## config.mk

```make
export PLATFORM = sky130hd
export DESIGN_NAME = hack_rom_loader
export DESIGN_NICKNAME = d
export VERILOG_FILES = /design/src/rtl/hack_rom_loader.sv
export SDC_FILE = /design/constraint.sdc
export NUM_CORES = 1
export LEC_CHECK = 0
export BUFFER_PORTS_ARGS = -buffer_cell sky130_fd_sc_hd__buf_2
export CAP_MARGIN = 10
export CORE_UTILIZATION = 55
export DETAILED_ROUTE_END_ITERATION = 8
export PLACE_DENSITY_LB_ADDON = 0.15
export SYNTH_ARGS = -nofsm -noshare
export SYNTH_HDL_FRONTEND = slang
export SYNTH_SLANG_ARGS = --single-unit
```

## constraint.sdc

```tcl
create_clock -name clk -period 5 [get_ports clk]
set_clock_uncertainty 0.15 [all_clocks]
set_input_delay 0 -clock clk [delete_from_list [all_inputs] [get_ports clk]]
set_output_delay 0 -clock clk [all_outputs]
set_load 0.01 [all_outputs]
```

## src/rtl/hack_rom_loader.sv

```systemverilog
// Hack ROM loader: parses a LEN/words/CSUM byte frame, writes words into instruction ROM,
// and releases the CPU from reset only after the frame's checksum matches.
module hack_rom_loader #(
  parameter int ROM_DEPTH = 32768,
  parameter int ADDR_W    = 15
) (
  input  logic              clk,
  input  logic              reset,
  input  logic              load_start,
  input  logic [7:0]        in_data,
  input  logic              in_valid,
  output logic              in_ready,
  output logic              rom_we,
  output logic [ADDR_W-1:0] rom_addr,
  output logic [15:0]       rom_wdata,
  output logic              cpu_reset,
  output logic              done,
  output logic              error,
  output logic [ADDR_W-1:0] words_loaded,
  output logic [2:0]        fsm_state
);

  // Handshake: a byte moves on any rising edge where in_valid & in_ready are both high;
  // in_ready depends only on state, and in_valid low for any number of cycles is harmless.

  typedef enum logic [2:0] {
    S_IDLE, S_LEN_HI, S_LEN_LO, S_DATA_HI, S_DATA_LO, S_CSUM, S_RUN, S_ERROR
  } state_t;

  state_t            state, state_next;
  logic [15:0]       len_q;
  logic [7:0]        hi_q;
  logic [7:0]        csum;
  logic              xfer;
  logic              start;
  logic [15:0]       len_full;
  logic [ADDR_W:0]   cnt_plus;

  assign xfer     = in_valid & in_ready;
  assign start    = load_start & ((state == S_IDLE) | (state == S_RUN) | (state == S_ERROR));
  assign len_full = {len_q[15:8], in_data};
  assign cnt_plus = {1'b0, words_loaded} + (ADDR_W+1)'(1);

  always_ff @(posedge clk or negedge reset) begin
    if (!reset) state <= S_IDLE;
    else        state <= state_next;
  end

  always_comb begin
    state_next = state;
    case (state)
      S_IDLE, S_RUN, S_ERROR: if (load_start) state_next = S_LEN_HI;
      S_LEN_HI:  if (xfer) state_next = S_LEN_LO;
      S_LEN_LO:
        if (xfer) begin
          if (32'(len_full) == 32'd0 || 32'(len_full) > 32'(ROM_DEPTH)) state_next = S_ERROR;
          else                                                          state_next = S_DATA_HI;
        end
      S_DATA_HI: if (xfer) state_next = S_DATA_LO;
      S_DATA_LO:
        if (xfer) state_next = (32'(cnt_plus) == 32'(len_q)) ? S_CSUM : S_DATA_HI;
      S_CSUM:    if (xfer) state_next = (in_data == csum) ? S_RUN : S_ERROR;
      default:   state_next = S_IDLE;
    endcase
  end

  always_comb begin
    in_ready  = (state == S_LEN_HI) | (state == S_LEN_LO) | (state == S_DATA_HI) |
                (state == S_DATA_LO) | (state == S_CSUM);
    cpu_reset = (state != S_RUN);
    done      = (state == S_RUN);
    error     = (state == S_ERROR);
    fsm_state = state;
  end

  // Datapath; the ROM write is registered so it lands in the cycle after the lo byte.
  always_ff @(posedge clk or negedge reset) begin
    if (!reset) begin
      len_q        <= '0;
      hi_q         <= '0;
      csum         <= '0;
      rom_we       <= 1'b0;
      rom_addr     <= '0;
      rom_wdata    <= '0;
      words_loaded <= '0;
    end else begin
      rom_we <= 1'b0;
      if (start) begin
        words_loaded <= '0;
        csum         <= '0;
      end
      if (xfer) begin
        case (state)
          S_LEN_HI:  len_q[15:8] <= in_data;
          S_LEN_LO:  len_q[7:0]  <= in_data;
          S_DATA_HI: begin
            hi_q <= in_data;
            csum <= csum + in_data;
          end
          S_DATA_LO: begin
            csum         <= csum + in_data;
            rom_we       <= 1'b1;
            rom_wdata    <= {hi_q, in_data};
            rom_addr     <= words_loaded;
            words_loaded <= words_loaded + ADDR_W'(1);
          end
          default: ;
        endcase
      end
    end
  end

endmodule
```

# Word level (Yosys, flattened, before mapping)
# Index checks and enable logic that the tools add are counted.
# Widths: inputs -> output; s select.
# totals
in_bits,12
regBits,82
output_inout_bits,54
# op_classes
n_reduce_logical,10
magnitude_cmp,1
n_eq_ne,16
bitwise_logic,8
addsub,3
muxes,18
# ops
cell,count
$mux 15,3
$mux 3,8
$mux 8,3
$pmux 3 s6,1
$add 15x1->16 const B,1
$eq 16x16->1,1
$gt 16x16->1 const B,1
$logic_not 16->1,1
$add 15x1->15 const B,1
$eq 3x3->1 const B,4
$ne 2x2->1 const B,6
$add 8x8->8,1
$eq 8x8->1,1
$reduce_and 2->1,4
$eq 3x2->1 const B,2
$or 1x1->1,6
$reduce_and 6->1,1
$eq 3x1->1 const B,1
$logic_not 3->1,1
$mux 1,3
$ne 3x3->1 const B,1
$reduce_or 3->1,1
$and 1x1->1,2
$reduce_or 2->1,1
$logic_or 1x1->1,1

# Depth between registers and ports, before layout
# Gate-level depths: netlist of run 1.
# logic_depth
ltp_word,8
ltp_mapped,10

# Least setup slack after synthesis of run 1
# No wires, ideal clock.
# synth_timing
path_type,flip-flop to flip-flop
start,register words_loaded[5]
end,register state[1] (netlist: fsm_state[1])
arrival_ps,2066
slack_ps,2659
t_required_ps,4725
path_stages_with_launch,7
path_cell_list,dfrtp_1 xor2_1 mux2_4 o32a_1 or4_4 nor4_2 nor2_1
# synth_via
elab_chain_len,5
# synth_rtl
item,line,source
from (decl),19,"output logic [ADDR_W-1:0] words_loaded,"
from (signal assigned),105,words_loaded <= words_loaded + ADDR_W'(1);
$add 15x1->16,42,"assign cnt_plus = {1'b0, words_loaded} + (ADDR_W+1)'(1);"
$eq 16x16->1,61,if (xfer) state_next = (32'(cnt_plus) == 32'(len_q)) ? S_CSUM : S_DATA_HI;
$mux 3 (2 in series),61,
$pmux 3 s6,51,case (state)
to (signal assigned),46,else state <= state_next;
to (decl),30,"state_t state, state_next;"
# Every way passes these cells. The select of a mux whose other input is x is not followed.
# A chain may end at the register's enable or synchronous reset.

# Worst setup path in the final report of run 1
# layout_timing
start,register words_loaded[0]
end,register state[1] (netlist: fsm_state[1])
# The elaborated chain is that of the path after synthesis.

==> results of run 1 <==
-- worst max-delay path, delay by kind of cell, from the launching register on --
| kind | cells | cell delay, ns |
|---|---|---|
| simple gates | 4 | 1.00 |
| compound gates | 1 | 0.15 |
| flops | 1 | 0.49 |
| fa+ha+maj | 1 | 0.27 |
| xor+xnor | 1 | 0.42 |
-- layout make-up --
type / count / area, um^2
Fill cell: 608 / 2450
Sequential cell: 82 / 2050
Clock buffer: 10 / 128
Clock inverter: 6 / 73.8
Timing Repair Buffer: 78 / 473
Inverter: 8 / 30.0
Multi-Input combinational cell: 332 / 2000
Tap cell: 99 / 124
-- routing by layer --
metal | vias to the layer above | GRT usage [%] | routed length, um
met2 | 88 | 41.7 | 4510
met4 | 0 | 11.7 | 195
met3 | 19 | 3.97 | 411
li1 | 1660 | - | -
met5 | - | 0 | 0
met1 | 1654 | 32.0 | 4250
-- how the worst max path moves through the flow --
stage | end | start | slack, ns
after CTS | words_loaded[6] | fsm_state[2] | 2.32
after global routing | fsm_state[1] | words_loaded[0] | 2.25
after detailed placement | words_loaded[6] | fsm_state[2] | 2.34
after floorplan | fsm_state[1] | words_loaded[5] | 2.66
after global placement | words_loaded[9] | fsm_state[1] | 2.41
final | fsm_state[1] | words_loaded[0] | 2.39
-- cells in the final DEF, fill, tap and decap left out, types with 3 or more instances in the layout --
cell type	instances
dfrtp_1	82
nand4_1	7
o21ai_0	36
nor3_1	6
o31ai_1	4
xnor2_1	12
ha_1	8
clkbuf_8	9
nand2_1	137
o41ai_1	3
a21oi_1	5
nor4_1	7
or3_1	3
and2_1	3
a21o_1	3
buf_2	64
nand3_1	8
mux2_2	22
dlygate4sd3_1	11
and3_1	4
inv_1	8
xor2_1	13
nor2_1	12
-- through the flow --
step                      setup WS, ns  util [%]  hold WS (ns)
after detailed placement          2.34      61.9        0.0850
after CTS                         2.32      66.2         0.233
after floorplan                   2.66         -        -0.446
after global placement            2.41      61.9        0.0783
after global routing              2.25      66.5         0.322
final                             2.39      66.5         0.190
-- registers in the layout, summed over array words and instances, names as in the netlist --
signal	flops
csum	8
fsm_state	3
hi_q	8
len_q	16
rom_addr	15
rom_wdata	16
rom_we	1
words_loaded	15
-- power groups by stage --
stage | Combinational (mW) | Sequential [mW] | Clock [mW]
after floorplan | 0.614 | 1.05 | 0
after detailed placement | 0.863 | 1.07 | 0
after CTS | 0.876 | 1.06 | 0.506
after global routing | 0.973 | 1.09 | 0.528
final | 0.878 | 1.06 | 0.493
after global placement | 0.833 | 1.06 | 0
-- kinds of logic after synthesis --
family,count (synthesis)
buffers and inverters,32
adders and majority gates,9
AOI/OAI and AO/OA,70
xor gates and xnor gates,26
muxes,25
and+or+nand+nor,202
DFF,82
-- what timing repair did --
action,4_1_cts,5_1_grt
resized for setup,0,0
endpoints found under the hold margin,117,0
setup buffers,0,0
hold buffers,11,0
==> summary.md, run 1 <==
| Metric | Value |
|---|---|
| Unrepaired setup endpoints after global routing | no |
| Multiplexer share of the synthesized area | 6.73% |
| Slew Limit Fails | 0 |
| Final Power | 2.43 mW |
| Tot GR Track Use | 25.0% |
| Top-count cell post-synth | nand2_1 |
| RePlAce Congestion | 0.838 |
| Outcome | completed |
| Post-Route WL | 9.36 mm |
| Data arrival time of the worst path | 2.69 ns |
| Worst path required time | 5.09 ns |
| Peak supply drop | 283 uV |
| Starting density of the core | 57.3% |
| Post-synthesis cell area | 4200 um^2 |
| End of the worst register-to-register path | fsm_state[1] |
| Slew headroom | 33.6% |
| First-pass GRT wire length | 14.8 mm |
| Yosys top cell by area | dfrtp_1 |
| Post-Syn Instances | 446 |
| Core Region | 7330 um^2 |
| Post-synth EDFFs | 0 |
| Die Ht | 89.4 um |
| Post-placement cell count | 587 |
| CTS root buffer | clkbuf_8 |
| Syn_area_per_cell | 9.42 um^2 |
| Wire per inst | 15.2 um |
| Post-synthesis register bit count | 82 |
| Max-cap violation count | 0 |
| CTS clk-pin slew, worst paths | 0.09 ns |
| Comb power frac | 36.1% |
| Worst skew pair latency | 0.36 ns |
| Startpoint types | register |
| CTS Buffer Depth | 2 |
| Post-DR vias/cell | 5.56 |
| P&R area growth vs syn | 16.0% |
| Placed cell areas | 4540 um^2 |
| Switching share of power | 37.4% |
| Compound-Gate Fraction of Synth Area | 10.5% |
| Post-Synth Adder-Cell Area | 2.86% |
| CTS tree | yes |
| Clock Power Share | 20.3% |
| Yosys top cell area share | 48.8% |
| Yosys Warn Count | 0 |
| I/O pin count | 66 |
| Simple-gate portion of the synthesized area | 21.7% |
| Sequential area share after synthesis | 48.8% |
| Buffers on Ports | 65 |
| CP peak stage delay | 0.49 ns |
| Total CTS buffers | 9 |
| Routed Antenna Nets | 0 |
| Final instance area | 4880 um^2 |
| Length in cells of the worst reg-to-reg path | 7 |
| Global route overflow | 0 |
| Synth Area in XOR/XNOR | 5.78% |
| Vias | 3421 |
| Synth cell count leaders | 137 x nand2_1, 82 x dfrtp_1, 36 x o21ai_0, 22 x mux2_2, 16 x clkbuf_1 |
| DP HPWL | 6.28 mm |
| Reg2Reg Setup Slack | 2.39 ns |
| Largest family of logic cells by synthesized area | simple AND/OR/NAND/NOR gates |
| Worst-path fanout max | 8 |
| Fraction of layout cells with a size suffix above 1 | 21.7% |
| LEAKAGE | 2.40 nW |
| Nets | 532 |
| Net Switching | 0.908 mW |
| # rows | 31 |
| First-pass DRT Iterations | 4 |
| Slew @ Worst Pin | 0.996 ns |
| CP max stage cell | dfrtp_1 |
| Yosys cell types | 56 |
| Most area-consuming cells after synthesis | dfrtp_1 49%, nand2_1 12%, mux2_2 5.9% |
| Layout Cells excl Fill | 615 |
| Cell-internal power | 1.52 mW |
| Minimum clock period after layout | 2.61 ns |
| Fmax | 384 MHz |
| H-Tree Level Count | 3 |
| Ys flop type | dfrtp_1 |
| Tcrit/Tclk final | 52.1% |
| Worst reg2reg path startpoint | words_loaded[0] |
| Largest net degree at the start of global routing | 83 |
| Async SR Flop Fraction | 100% |
| Power per cell area | 498 nW/um^2 |
| Hold Path Class | primary input to async pin |
| Setup tns final | 0 ns |
| First DRT Iteration DRCs | 231 |
| Vias in the first global route | 3124 |
| ANT cells | 0 |
| Synthesized Nets | 467 |
| Critical Path, Cell by Cell | ha_1, xor3_1, nor3_1, o2111ai_1, or4_4, nor4_2, nor2_1 |
| Setup CP Type | register to register |
| Drt drc | 0 |
| Die area | 8000 um^2 |
| Crit. End Element | register |
| # setup viols final | 0 |
| Sink Count | 82 |
| Hold Fails Final Rpt | 0 |
| Initial antenna violation count | 0 |
| Reg power frac | 43.6% |
| Die X | 89.4 um |
Note: power is estimated with default switching activity, not from simulation.
==> run 2: changes to the inputs <==
--- a/config.mk
+++ b/config.mk
@@ -5,6 +5,7 @@
 export SDC_FILE = /design/constraint.sdc
 export NUM_CORES = 1
 export LEC_CHECK = 0
+export ABC_AREA = 1
 export BUFFER_PORTS_ARGS = -buffer_cell sky130_fd_sc_hd__buf_2
 export CAP_MARGIN = 10
 export CORE_UTILIZATION = 55
==> constraint.sdc (replaced) <==
create_clock -name clk -period 2.4 [get_ports clk]
set_clock_uncertainty 0.15 [all_clocks]
set_input_delay 0 -clock clk [delete_from_list [all_inputs] [get_ports clk]]
set_output_delay 0 -clock clk [all_outputs]
set_load 0.01 [all_outputs]
==> run 2 against run 1 <==
Net effect: clock power up 88%; critical path type unchanged; utilization shrank 0.14 points; the flow now finishes with violations (negative hold slack); final cell count increased by 24%; critical path depth up 4; synthesized cell count up 29%; global-route usage is 3.0 points higher; non-clock buffer count is 7 higher; die area grew 3.9%; combinational power up 140%; first-iteration DRC count shrank 1.3%; sequential power up 110%; flip-flop and latch count stayed put.
==> summary.md, run 2 <==
| Metric | Value |
|---|---|
| Sequential area share after synthesis | 47.0% (was 48.8%) |
| # rows | 32 (was 31) |
| Sink Count | 82 (unchanged) |
| Startpoint types | register (unchanged) |
| Unrepaired setup endpoints after global routing | no (unchanged) |
| Post-synthesis cell area | 4370 um^2 (was 4200 um^2) |
| H-Tree Level Count | 3 (unchanged) |
| Final instance area | 5100 um^2 (was 4880 um^2) |
| Post-synthesis register bit count | 82 (unchanged) |
| Starting density of the core | 56.9% (was 57.3%) |
| First-pass DRT Iterations | 5 (was 4) |
| Post-synth EDFFs | 0 (unchanged) |
| Data arrival time of the worst path | 2.29 ns (was 2.69 ns) |
| Placed cell areas | 4810 um^2 (was 4540 um^2) |
| Setup tns final | 0 ns (unchanged) |
| Tcrit/Tclk final | 91.2% (was 52.1%) |
| Slew Limit Fails | 0 (unchanged) |
| Yosys top cell area share | 47.0% (was 48.8%) |
| Peak supply drop | 541 uV (was 283 uV) |
| Wire per inst | 14.2 um (was 15.2 um) |
| Final Power | 5.27 mW (was 2.43 mW) |
| Syn_area_per_cell | 7.57 um^2 (was 9.42 um^2) |
| P&R area growth vs syn | 16.8% (was 16.0%) |
| First DRT Iteration DRCs | 228 (was 231) |
| Post-Route WL | 10.8 mm (was 9.36 mm) |
| Die area | 8310 um^2 (was 8000 um^2) |
| Vias in the first global route | 3920 (was 3124) |
| Routed Antenna Nets | 0 (unchanged) |
| ANT cells | 0 (unchanged) |
| Most common cell after layout, fill and taps aside | nand2_1 (unchanged) |
| CTS clk-pin slew, worst paths | 0.09 ns (about the same) |
| Slew headroom | 65.6% (was 33.6%) |
| Async SR Flop Fraction | 100% (unchanged) |
| Most frequent cells in the layout | 182 x nand2_1, 80 x dfrtp_1, 70 x o21ai_0 (was 137 x nand2_1, 82 x dfrtp_1, 64 x buf_2) |
| Buffers on Ports | 65 (unchanged) |
| Drt drc | 0 (unchanged) |
| Nets | 675 (was 532) |
| CTS tree | yes (unchanged) |
| I/O pin count | 66 (unchanged) |
| First-pass GRT wire length | 18.2 mm (was 14.8 mm) |
| Largest net degree at the start of global routing | 41 (was 83) |
| Ys flop type | dfrtp_1 (unchanged) |
| Fraction of layout cells with a size suffix above 1 | 17.2% (was 21.7%) |
| Crit. End Element | register (unchanged) |
| Reg2Reg Setup Slack | 0.21 ns (was 2.39 ns) |
| Most area-consuming cells after synthesis | dfrtp_1 47%, nand2_1 16%, o21ai_0 8.0% (was dfrtp_1 49%, nand2_1 12%, mux2_2 5.9%) |
| Setup CP Type | register to register (unchanged) |
| Total CTS buffers | 9 (unchanged) |
| Die X | 91.1 um (was 89.4 um) |
| Fin util | 66.4% (was 66.5%) |
| Synthesized Nets | 598 (was 467) |
| Post-Syn Instances | 577 (was 446) |
| # setup viols final | 0 (unchanged) |
| Yosys Warn Count | 0 (unchanged) |
| Slew @ Worst Pin | 0.514 ns (was 0.996 ns) |
| LEAKAGE | 2.73 nW (was 2.40 nW) |
| Global route overflow | 0 (unchanged) |
| Minimum clock period after layout | 2.19 ns (was 2.61 ns) |
| Yosys cell types | 28 (was 56) |
| RePlAce Congestion | 0.906 (was 0.838) |
| Vias | 4028 (was 3421) |
| Core Region | 7690 um^2 (was 7330 um^2) |
| Synth cell count leaders | 182 x nand2_1, 82 x dfrtp_1, 70 x o21ai_0, 67 x inv_1, 58 x nand3_1 (was 137 x nand2_1, 82 x dfrtp_1, 36 x o21ai_0, 22 x mux2_2, 16 x clkbuf_1) |
| Power per cell area | 1030 nW/um^2 (was 498 nW/um^2) |
| Biggest regs | len_q: 16 flops, rom_wdata: 16 flops (unchanged) |
| CTS root buffer | clkbuf_8 (unchanged) |
| Fmax | 457 MHz (was 384 MHz) |
| Top-count cell post-synth | nand2_1 (unchanged) |
| Die Ht | 91.1 um (was 89.4 um) |
| Max-cap violation count | 0 (unchanged) |
| Failing checks | negative hold slack |
| Outcome | finished with violations (was completed) |
| CTS Buffer Depth | 2 (unchanged) |
| DP HPWL | 7.79 mm (was 6.28 mm) |
| Worst-path fanout max | 5 (was 8) |
| Post-DR vias/cell | 5.30 (was 5.56) |
| Tot GR Track Use | 28.0% (was 25.0%) |
| Worst path required time | 2.50 ns (was 5.09 ns) |
| Hold Fails Final Rpt | 14 (was 0) |
| Yosys top cell by area | dfrtp_1 (unchanged) |
| Hold Path Class | primary input to async pin (unchanged) |
| Final hold slack | -0.0130 ns (was 0.190 ns) |
| Initial antenna violation count | 0 (unchanged) |
| Worst skew pair latency | 0.36 ns (about the same) |
## run 2: metrics by stage
stage                     worst slack [ns]  std cells  hold WS (ns)
final                                0.210        760       -0.0130
after global placement               0.308        733        -0.155
after global routing                0.0142        760        0.0271
after detailed placement             0.199        733        -0.146
after floorplan                      0.456        577        -0.446
after CTS                            0.188        758       0.00398
## run 2: logic make-up (layout without fill, tap and decap cells)
kind of cell             Yosys count  in the layout  share of synthesized area (%)
AO/OA/AOI/OAI                     81             81                           9.50
flip-flops                        82             82                           47.0
AND/OR/NAND/NOR                  314            314                           31.8
adder cells (fa/ha/maj)            9              9                           2.75
buffers and inverters             86            167                           7.67
XOR/XNOR                           5              5                           1.32
## run 2: worst paths after layout
check | from | endpoint | depth (start not counted)
min in group clk | load_start | csum[7] | 4
worst max register to register | csum[2] | csum[7] | 11
max in group asynchronous | reset | csum[4] | 3
worst min register to register | rom_wdata[13] | rom_wdata[13] | 2
worst min-delay path | reset | rom_addr[3] | 2
worst max-delay path | csum[2] | csum[7] | 11
## run 2: cell type report
class	count	area (um^2)
clock inverter	6	47.5
tap	102	128
inverter	67	251
clock buffer	9	124
timing repair buffer	85	515
fill	680	2580
multi-input combinational	409	1980
sequential	82	2050
## run 2: power breakdown
part	total [mW]	switching, mW	internal (mW)
Clock	0.926	0.545	0.381
Combinational	2.07	1.25	0.820
Sequential	2.27	0.392	1.88
Total	5.27	2.19	3.08
## run 2: worst max-delay path: stages, from the launching register on
cell	delay [ns]
dfrtp_1	0.41
ha_1	0.36
a21oi_1	0.18
nand2_1	0.08
nand2_1	0.08
nand2_1	0.05
a21oi_1	0.20
nor2_1	0.09
o21ai_0	0.23
nand3_1	0.10
nand3_1	0.10
nand2_1	0.05
## run 2: repair_timing
| item | 4_1_cts | 5_1_grt |
|---|---|---|
| gates resized for setup | 0 | 2 |
| hold endpoints to repair | 120 | 0 |
| setup buffers | 0 | 2 |
| endpoints found under the setup margin | 0 | 2 |
| hold buffers | 10 | 0 |
## run 2: per-layer routing
| layer | up-vias | global-route usage, % | part of all wire, % |
|---|---|---|---|
| li1 | 2003 | - | - |
| met1 | 1862 | 35.9 | 45 |
| met2 | 130 | 45.9 | 47 |
| met3 | 33 | 5.70 | 5.0 |
| met4 | 0 | 12.4 | 3.2 |
| met5 | - | 0 | 0 |
==> run 3: changes to the inputs <==
==> constraint.sdc (replaced) <==
create_clock -name clk -period 2.8 [get_ports clk]
set_clock_uncertainty 0.15 [all_clocks]
set_input_delay 0 -clock clk [delete_from_list [all_inputs] [get_ports clk]]
set_output_delay 0 -clock clk [all_outputs]
set_load 0.01 [all_outputs]
==> run 3 against run 2 <==
Net effect: the run now ends clean; fmax shrank 1.2%; via count shrank 0.97%; sequential power shrank 14%; clock power shrank 8.1%; count of clock-buffer cells in the layout grew 1; register-to-register slack gained 0.37 ns; final cell count shrank 0.79%; critical path depth grew 3; setup slack gained 0.37 ns; flip-flop and latch count is the same; combinational power shrank 16%; critical endpoint is now fsm_state[1]; highest routed layer unchanged.
==> summary.md, run 3 (same netlist as run 2, synthesis figures left out) <==
| Metric | Value |
|---|---|
| H-Tree Level Count | 3 (unchanged) |
| Resized Gates After CTS | 0 (unchanged) |
| CTS clk-pin slew, worst paths | 0.09 ns (about the same) |
| Max-cap violation count | 0 (unchanged) |
| Worst-path fanout max | 10 (was 5) |
| Most common cell after layout, fill and taps aside | nand2_1 (unchanged) |
| Peak supply drop | 462 uV (was 541 uV) |
| Core Region | 7690 um^2 (unchanged) |
| Setup tns final | 0 ns (unchanged) |
| Global route overflow | 0 (unchanged) |
| Final worst slack | 0.584 ns (was 0.210 ns) |
| ANT cells | 0 (unchanged) |
| Worst skew pair latency | 0.37 ns (was 0.36 ns) |
| Initial antenna violation count | 0 (unchanged) |
| P&R area growth vs syn | 15.7% (was 16.8%) |
| Startpoint types | register (unchanged) |
| Slew Limit Fails | 0 (unchanged) |
| Die area | 8310 um^2 (unchanged) |
| GRT busiest layer | met2 (unchanged) |
| Unrepaired setup endpoints after global routing | no (unchanged) |
| Routed Antenna Nets | 0 (unchanged) |
| CTS Buffer Depth | 2 (unchanged) |
| Met1 Track Usage GR | 37.2% (was 35.9%) |
| Sink Count | 82 (unchanged) |
| Data arrival time of the worst path | 2.33 ns (was 2.29 ns) |
| Post-Route WL | 10.7 mm (was 10.8 mm) |
| Drt drc | 0 (unchanged) |
| Final Power | 4.54 mW (was 5.27 mW) |
| CP peak stage delay | 0.51 ns (was 0.41 ns) |
| Starting density of the core | 56.9% (unchanged) |
| LEAKAGE | 2.70 nW (was 2.73 nW) |
| CTS root buffer | clkbuf_8 (unchanged) |
| Wire per inst | 14.2 um (about the same) |
| Nets | 668 (was 675) |
| RePlAce Congestion | 0.914 (was 0.906) |
| Largest net degree at the start of global routing | 83 (was 41) |
| Multi-input logic area | 1980 um^2 (unchanged) |
| Biggest regs | len_q: 16 flops, rom_wdata: 16 flops (unchanged) |
| Final hold slack | 0.202 ns (was -0.0130 ns) |
| Dpl ws | 0.610 ns (was 0.199 ns) |
| Met3 Use GR | 4.77% (was 5.70%) |
| First DRT Iteration DRCs | 193 (was 228) |
| # setup viols final | 0 (unchanged) |
| First-pass GRT wire length | 18.1 mm (was 18.2 mm) |
| CP max stage cell | dfrtp_1 (unchanged) |
| Vias in the first global route | 3696 (was 3920) |
| Most common cell on crit path | nand2_1 (unchanged) |
| CTS tree | yes (unchanged) |
| Tot GR Track Use | 28.0% (about the same) |
| Worst path required time | 2.91 ns (was 2.50 ns) |
| Slew headroom | 31.4% (was 65.6%) |
| Tcrit/Tclk final | 79.1% (was 91.2%) |
| Reg area | 2050 um^2 (about the same) |
| GRT met2 Usage | 45.6% (was 45.9%) |
| Fmax | 451 MHz (was 457 MHz) |
| Hold Path Class | primary input to async pin (unchanged) |
| Final instance area | 5060 um^2 (was 5100 um^2) |
| Total CTS buffers | 9 (unchanged) |
| # rows | 32 (unchanged) |
| First-pass DRT Iterations | 5 (unchanged) |
| Fraction of layout cells with a size suffix above 1 | 16.1% (was 17.2%) |
| Most frequent cells in the layout | 182 x nand2_1, 82 x dfrtp_1, 70 x o21ai_0 (was 182 x nand2_1, 80 x dfrtp_1, 70 x o21ai_0) |
| Outcome | completed (was finished with violations) |
| Placed cell areas | 4760 um^2 (was 4810 um^2) |
| Slew @ Worst Pin | 1.03 ns (was 0.514 ns) |
| Buffers on Ports | 65 (unchanged) |
| Crit. End Element | register (unchanged) |
| Die Ht | 91.1 um (unchanged) |
| Post-DR vias/cell | 5.29 (was 5.30) |
| Critical Path, Cell by Cell | ha_1, nand2_2, nor2_2, nand2_1, nand2_1, nor2_1, nor2_1, nand2_1, nor3_2, nand3_1, nand2_1, nand2_1, nand2_1, nand2_1 (was ha_1, a21oi_1, nand2_1, nand2_1, nand2_1, a21oi_1, nor2_1, o21ai_0, nand3_1, nand3_1, nand2_1) |
| FILL cells | 701 (was 680) |
| Power per cell area | 899 nW/um^2 (was 1030 nW/um^2) |
| Number of buffer and inverter stages on the critical path | 0 (unchanged) |
| Cell family with most CP delay | simple AND/OR/NAND/NOR gates (was compound AO/OA/AOI/OAI gates) |
| Vias | 3989 (was 4028) |
| Setup CP Type | register to register (unchanged) |
| Hold Fails Final Rpt | 0 (was 14) |
| DP HPWL | 7.53 mm (was 7.79 mm) |
| Minimum clock period after layout | 2.22 ns (was 2.19 ns) |
| I/O pin count | 66 (unchanged) |
| Die X | 91.1 um (unchanged) |
-- run 3: repair_timing --
action                    4_1_cts  5_1_grt
hold endpoints to repair      119        0
setup buffers                   0        0
hold buffers                   10        0
-- run 3: final timing paths --
kind	startpoint	end	slack, ns	cells after the start
max	words_loaded[0]	fsm_state[1]	0.58	14
min	reset	rom_addr[4]	0.20	2
max reg2reg	words_loaded[0]	fsm_state[1]	0.58	14
min reg2reg	rom_wdata[10]	rom_wdata[10]	0.32	2
max in group asynchronous	reset	len_q[8]	1.65	2
min in group clk	load_start	words_loaded[14]	0.26	4
-- run 3: layer usage --
| layer | share of wire [%] | routed length, um |
|---|---|---|
| met5 | 0 | 0 |
| met4 | 2.3 | 251 |
| met3 | 4.8 | 510 |
| met2 | 48 | 5080 |
| met1 | 45 | 4850 |
-- run 3: power by group --
group | internal (mW) | total [mW] | switching, mW
clock | 0.364 | 0.851 | 0.488
sequential | 1.61 | 1.95 | 0.341
combinational | 0.666 | 1.74 | 1.07
total | 2.64 | 4.54 | 1.90
-- run 3: cell type report --
cell class / count / area share, %
flip-flops and latches: 82 / 40.6
multi-input cells: 409 / 39.2
repair buffers: 78 / 8.91
inverters: 67 / 4.97
clock buffers: 10 / 2.72
well taps: 102 / 2.52
clock inverters: 6 / 1.06
-- run 3: through the flow --
step	cells	util [%]
floorplan	577	-
global placement	728	62.0
detailed placement	728	62.0
CTS	754	65.8
global route	754	65.8
finish	754	65.8
